[src/rtl/lcd_text_frame_gen.sv]
// Character generator for the HD44780 LCD writer: index in, ASCII out one cycle later.
// Optional edit-field blinking is compiled in with `define LCD_BLINK_EN.
module lcd_text_frame_gen #(
    parameter int COLS      = 16,
    parameter int ROWS      = 2,
    parameter int IDX_W     = 5,
    parameter int TIME_ROW  = 1,
    parameter int TIME_COL  = 0,
    parameter int BLINK_DIV = 25000000
) (
    input  logic             clk,
    input  logic             rst,
    input  logic             req,
    input  logic [IDX_W-1:0] index,
    input  logic [1:0]       mode,
    input  logic [7:0]       hr_bcd,
    input  logic [7:0]       min_bcd,
    input  logic [7:0]       sec_bcd,
    input  logic [1:0]       edit_sel,
    output logic [7:0]       out,
    output logic             out_valid
);

    localparam int N = COLS * ROWS;

    localparam logic [1:0] MODE_BANNER       = 2'd0;
    localparam logic [1:0] MODE_CLOCK        = 2'd1;
    localparam logic [1:0] MODE_CLOCK_BANNER = 2'd2;

    localparam logic [127:0] BANNER_ROW0 = "20173291        ";
    localparam logic [127:0] BANNER_ROW1 = "Bae Hyeon Han   ";

    logic [1:0] mode_q, mode_d;
    logic [7:0] hr_q, hr_d, min_q, min_d, sec_q, sec_d;
    logic [7:0] out_q, out_d;
    logic       valid_q;
    logic       snap;
    logic       blank_digit;

    int idx_i, row, col, pos;
    logic [7:0] banner_c, time_c;
    logic       in_time;

    function automatic logic [7:0] digit_char(input logic [3:0] d);
        return (d > 4'd9) ? 8'h3F : (8'h30 + {4'h0, d});
    endfunction

`ifdef LCD_BLINK_EN
    localparam int CNT_W = $clog2(BLINK_DIV);

    logic [CNT_W-1:0] cnt_q, cnt_d;
    logic             phase_q, phase_d;
    logic [1:0]       edit_q, edit_d;
    logic             phase_snap_q, phase_snap_d;
    int               blink_grp;

    always_comb begin
        cnt_d   = cnt_q + CNT_W'(1);
        phase_d = phase_q;
        if (cnt_q == CNT_W'(BLINK_DIV - 1)) begin
            cnt_d   = '0;
            phase_d = ~phase_q;
        end
        edit_d       = snap ? edit_sel : edit_q;
        phase_snap_d = snap ? phase_q : phase_snap_q;
        case (edit_d)
            2'd3:    blink_grp = 0;
            2'd2:    blink_grp = 1;
            2'd1:    blink_grp = 2;
            default: blink_grp = -1;
        endcase
        // Separators (pos 2 and 5) never blink; only the two digits of the selected field do.
        blank_digit = phase_snap_d && (blink_grp >= 0) && (pos >= 0) && (pos != 2) && (pos != 5)
                      && ((pos / 3) == blink_grp);
    end

    always_ff @(posedge clk or negedge rst) begin
        if (!rst) begin
            cnt_q        <= '0;
            phase_q      <= 1'b0;
            edit_q       <= 2'd0;
            phase_snap_q <= 1'b0;
        end else begin
            cnt_q        <= cnt_d;
            phase_q      <= phase_d;
            edit_q       <= edit_d;
            phase_snap_q <= phase_snap_d;
        end
    end
`else
    logic unused_cfg;
    assign unused_cfg  = (^edit_sel) ^ (BLINK_DIV < 2);
    assign blank_digit = 1'b0;
`endif

    // The index-0 request uses the values it is latching, so the whole frame is coherent.
    always_comb begin
        snap   = req && (index == '0);
        mode_d = snap ? mode    : mode_q;
        hr_d   = snap ? hr_bcd  : hr_q;
        min_d  = snap ? min_bcd : min_q;
        sec_d  = snap ? sec_bcd : sec_q;

        idx_i = 32'(index);
        row   = idx_i / COLS;
        col   = idx_i % COLS;
        pos   = col - TIME_COL;

        banner_c = 8'h20;
        if (row < 2 && col < 16)
            banner_c = (row == 0) ? BANNER_ROW0[8*(15-col) +: 8] : BANNER_ROW1[8*(15-col) +: 8];

        in_time = (row == TIME_ROW) && (col >= TIME_COL) && (col < TIME_COL + 8);

        case (pos)
            0:       time_c = digit_char(hr_d[7:4]);
            1:       time_c = digit_char(hr_d[3:0]);
            3:       time_c = digit_char(min_d[7:4]);
            4:       time_c = digit_char(min_d[3:0]);
            6:       time_c = digit_char(sec_d[7:4]);
            7:       time_c = digit_char(sec_d[3:0]);
            default: time_c = 8'h3A;
        endcase
        if (blank_digit)
            time_c = 8'h20;

        case (mode_d)
            MODE_BANNER:       out_d = banner_c;
            MODE_CLOCK:        out_d = in_time ? time_c : 8'h20;
            MODE_CLOCK_BANNER: out_d = in_time ? time_c : banner_c;
            default:           out_d = 8'h20;
        endcase
        if (idx_i >= N)
            out_d = 8'h20;
    end

    always_ff @(posedge clk or negedge rst) begin
        if (!rst) begin
            mode_q  <= 2'd0;
            hr_q    <= 8'h00;
            min_q   <= 8'h00;
            sec_q   <= 8'h00;
            out_q   <= 8'h00;
            valid_q <= 1'b0;
        end else begin
            mode_q  <= mode_d;
            hr_q    <= hr_d;
            min_q   <= min_d;
            sec_q   <= sec_d;
            valid_q <= req;
            if (req)
                out_q <= out_d;
        end
    end

    assign out       = out_q;
    assign out_valid = valid_q;

endmodule

[config.mk]
export PLATFORM = sky130hd
export DESIGN_NAME = lcd_text_frame_gen
export DESIGN_NICKNAME = d
export VERILOG_FILES = /design/src/rtl/lcd_text_frame_gen.sv
export SDC_FILE = /design/constraint.sdc
export NUM_CORES = 1
export LEC_CHECK = 0
export ABC_AREA = 1
export CORE_ASPECT_RATIO = 0.5
export CORE_MARGIN = 2
export CORE_UTILIZATION = 52
export DETAILED_ROUTE_END_ITERATION = 10
export PLACE_DENSITY = 0.8
export SETUP_SLACK_MARGIN = 0.2
export SLEW_MARGIN = 5
export SYNTH_ARGS = -nofsm -noshare
export SYNTH_HDL_FRONTEND = slang
export SYNTH_SLANG_ARGS = --single-unit
[constraint.sdc]
create_clock -name clk -period 1.8 [get_ports clk]
set_clock_uncertainty 0.15 [all_clocks]
set_input_delay 0.27 -clock clk [delete_from_list [all_inputs] [get_ports clk]]
set_output_delay 0.27 -clock clk [all_outputs]
set_load 0.01 [all_outputs]
==> run_results.csv <==
group,metric,value,unit
placed_design,post-place-ws,-0.7277,ns
power_and_ir_drop,swShare,34.44,%
power_and_ir_drop,p_int,1.890,mW
cts,tritoncts,"done",
floorplan,die_y,51.50,um
global_routing,grt-busiest-layer,"met2",
hold_path,hp-class,"in2reg",
global_routing,grt_pass1_wl,12.36,mm
layout,layoutNonFillerInstCount,507,
routing,wl_per_cell,18.52,um
cts,cts.sinks,34,
power_and_ir_drop,ir_drop,0.0004021,V
global_routing,grt.met1_usage,39.85,%
sta,grt_setup_unrepaired,"true",
placed_design,io_buffer_count,41,
sta,worst_slack,-0.1870,ns
placed_design,dp_hpwl,4.562,mm
power_and_ir_drop,switchingPower,993.0,uW
outcome,violations,"negative setup slack",
placed_design,place_congestion,0.8825,
routing,drtIter0Drc,320,
setup_path,start_kind,"primary input",
power_and_ir_drop,clkPwrFrac,31.5,%
setup_path,worst_ep_arrival_time,2.04,ns
routing,vias,2915,
setup_path,cp-end-kind,"register",
routing,via_per_inst,5.750,
floorplan,die_area,5097,um^2
setup_path,worstSetupPathType,"in2reg",
sta,slew_viol_final,0,
synthesis,ys_types,33,
power_and_ir_drop,p_leak,1.995,nW
outcome,status,"finished with violations",
power_and_ir_drop,p_per_area,773.7,nW/um^2
cts,path_clk_slew,0.08,ns
global_routing,antenna_found_initial,0,
routing,dr.pass1.iters,7,
layout,drive_gt1_share,33.11,%
synthesis,syn-cell-area,2346,um^2
synthesis,synth_seq_area_share,36.27,%
routing,postRouteWirelength,9.388,mm
layout,antenna_cells,0,
layout,n_fill_cell,220,
sta,fin_hold_ws,0.1325,ns
power_and_ir_drop,combPwrFrac,35.7,%
sta,clock.fmax,0.5033,GHz
placed_design,place_inst,476,
floorplan,start_util,53.80,%
floorplan,io_pins,45,
cts,cts_root_buf,"clkbuf_8",
floorplan,num_rows,17,
sta,setup_viol,4,
routing,route.detailed.drc,0,
cts,ctsHoldBuffers,0,
global_routing,grt-ovfl-total,0,
global_routing,grt_use_met2,52.48,%
layout,nets,490,
sta,period_share,110.4,%
setup_path,crit_required,1.85,ns
synthesis,yosysWarnings,0,
global_routing,grt_pass1_vias,2672,
synthesis,synth_area_leaders,"dfrtp_1, nand2_1, inv_1, ha_1, nand3_1",
routing,ant_nets,0,
run,maxCapViolations,0,
sta,finalHoldViolations,0,
synthesis,syn-num-nets,381,
power_and_ir_drop,power_frac_seq,32.8,%
synthesis,synth_seq_cells,34,
layout,area_delta_synth_final,58.83,%
global_routing,track_usage,31.86,%
floorplan,chipWidth,98.99,um
floorplan,core_region_area,4360,um^2
synthesis,synth.avg_cell_area,6.900,um^2
global_routing,globalRouteMet3Util,7.527,%
synthesis,synth_top_area_cell,"dfrtp_1",
sta,fin_crit,1.987,ns
cts,htree_levels,2,
synthesis,yosysTopAreaCellShare,36.27,%
global_routing,grt_max_degree,35,
cts,cts_buffers,5,
setup_path,crit_path_max_fanout,5,
cts,clk_latency,0.31,ns
cts,cts.path.max_buffers,2,
synthesis,synthCells,340,
power_and_ir_drop,finalPower,2.883,mW
[power groups by stage]
stage	Clock [mW]	Sequential [mW]	Combinational, mW
2_1_floorplan	0	0.942	0.434
3_3_place_gp	0	0.940	0.752
3_5_place_dp	0	0.944	0.775
4_1_cts	0.888	0.933	0.855
5_1_grt	0.916	0.953	1.10
6_report	0.907	0.946	1.03
[registers in the layout, indices dropped and copies added (netlist names)]
register / flops
out: 7
mode_q: 2
min_q: 8
out_valid: 1
hr_q: 8
sec_q: 8
[critical path: stages]
cell and delay, ns:
buf_4 0.10, inv_4 0.04, nor2_8 0.12, nand3_4 0.15, buf_6 0.16, nand2_2 0.05
o21ai_2 0.07, nand2_1 0.12, nand2_1 0.10, nor3_2 0.26, nand4_1 0.19, nand2_1 0.18
nand2_1 0.11, nand2_1 0.07, nand2_1 0.05
[cell type report]
class,count,area (um^2),area share (%)
clock buffer,5,68.82,1.847
clock inverter,3,68.82,1.847
inverter,72,287.8,7.723
multi-input combinational,226,1340,35.96
sequential,34,850.8,22.83
tap,57,71.32,1.914
timing repair buffer,110,1039,27.87
[layer usage]
metal  vias to the layer above  wire [um]
li1                       1251          -
met1                      1329       3458
met2                       253       4198
met3                        82       1081
met4                         0        650
met5                         -          0
[cells in the final DEF (no fill, tap or decap), types with 2 or more instances in the layout]
| cell type | count |
|---|---|
| inv_4 | 2 |
| o211ai_1 | 3 |
| nand3_1 | 9 |
| dlygate4sd2_1 | 7 |
| nand2_1 | 111 |
| nand2_2 | 18 |
| buf_16 | 2 |
| dfrtp_1 | 34 |
| nor3_2 | 3 |
| o21ai_0 | 7 |
| inv_1 | 62 |
| o21ai_2 | 4 |
| o21ai_4 | 5 |
| clkdlybuf4s50_1 | 27 |
| buf_6 | 17 |
| ha_1 | 5 |
| buf_4 | 53 |
| buf_8 | 2 |
| nor3_1 | 2 |
| nand3_2 | 6 |
| bufinv_16 | 2 |
| nand4_1 | 5 |
| nand3_4 | 2 |
| nor2_4 | 4 |
| nor2_2 | 4 |
| o21ai_1 | 4 |
| a21oi_1 | 8 |
| o21a_1 | 6 |
| inv_2 | 6 |
| nand2_4 | 5 |
| nor2_1 | 7 |
| clkbuf_8 | 5 |
[final timing paths]
kind                               startpoint                  end  slack, ns  cells past startpoint
max in group asynchronous                 rst   out[6]$_DFFE_PN0P_       0.93                      2
min reg2reg                out[2]$_DFFE_PN0P_   out[2]$_DFFE_PN0P_       0.35                      2
max reg2reg                 hr_q[7]$_DFF_PN0_   out[3]$_DFFE_PN0P_      -0.07                     10
max                                       req   out[3]$_DFFE_PN0P_      -0.19                     15
min in group asynchronous                 rst   sec_q[6]$_DFF_PN0_       0.22                      2
min                                       req  out_valid$_DFF_PN0_       0.13                      2
[cell usage after synthesis]
cell	number
ha_1	5
nor2_4	3
inv_1	64
buf_4	3
dfrtp_1	34
nand4_1	5
nor2_8	1
o21a_1	6
o32ai_1	1
nor3_1	6
bufinv_8	1
a21oi_1	8
nor2_2	1
buf_6	4
clkbuf_1	1
nand3_2	3
o21ai_4	1
o21bai_1	1
nand3_4	1
nand2_2	5
nor2_1	10
nand2_4	1
o21ai_2	5
a22oi_1	1
o21ai_0	8
conb_1	1
inv_2	7
o2111ai_1	1
o21ai_1	6
buf_2	2
o211ai_1	3
nand3_1	12
nand2_1	129
[cell families (layout without fill, tap and decap cells)]
group	count (synthesis)	count (layout)	synth area share, %
adder cells (fa/ha/maj)	5	5	2.667
AO/OA/AOI/OAI	41	41	11.52
AND/OR/NAND/NOR	177	179	33.81
flip-flops	34	34	36.27
other	1	1	0.1598
buffers and inverters	82	190	15.57
[what timing repair did]
| action | CTS | global route |
|---|---|---|
| cloned | 4 | 0 |
| buffers inserted | 11 | 8 |
| pin swaps | 23 | 27 |
| setup endpoints to repair | 20 | 8 |
| gates resized for setup | 71 | 41 |
[per-stage QoR]
stage	utilization, %	TNS (ns)	area, um^2
2_1_floorplan	-	0	2372
5_1_grt	85.45	-0.7521	3726
3_3_place_gp	71.71	-4.991	3127
3_5_place_dp	71.71	-6.022	3127
4_1_cts	80.43	-0.008822	3507
6_report	85.45	-0.5709	3726
Power figures use the tool's default switching activity.
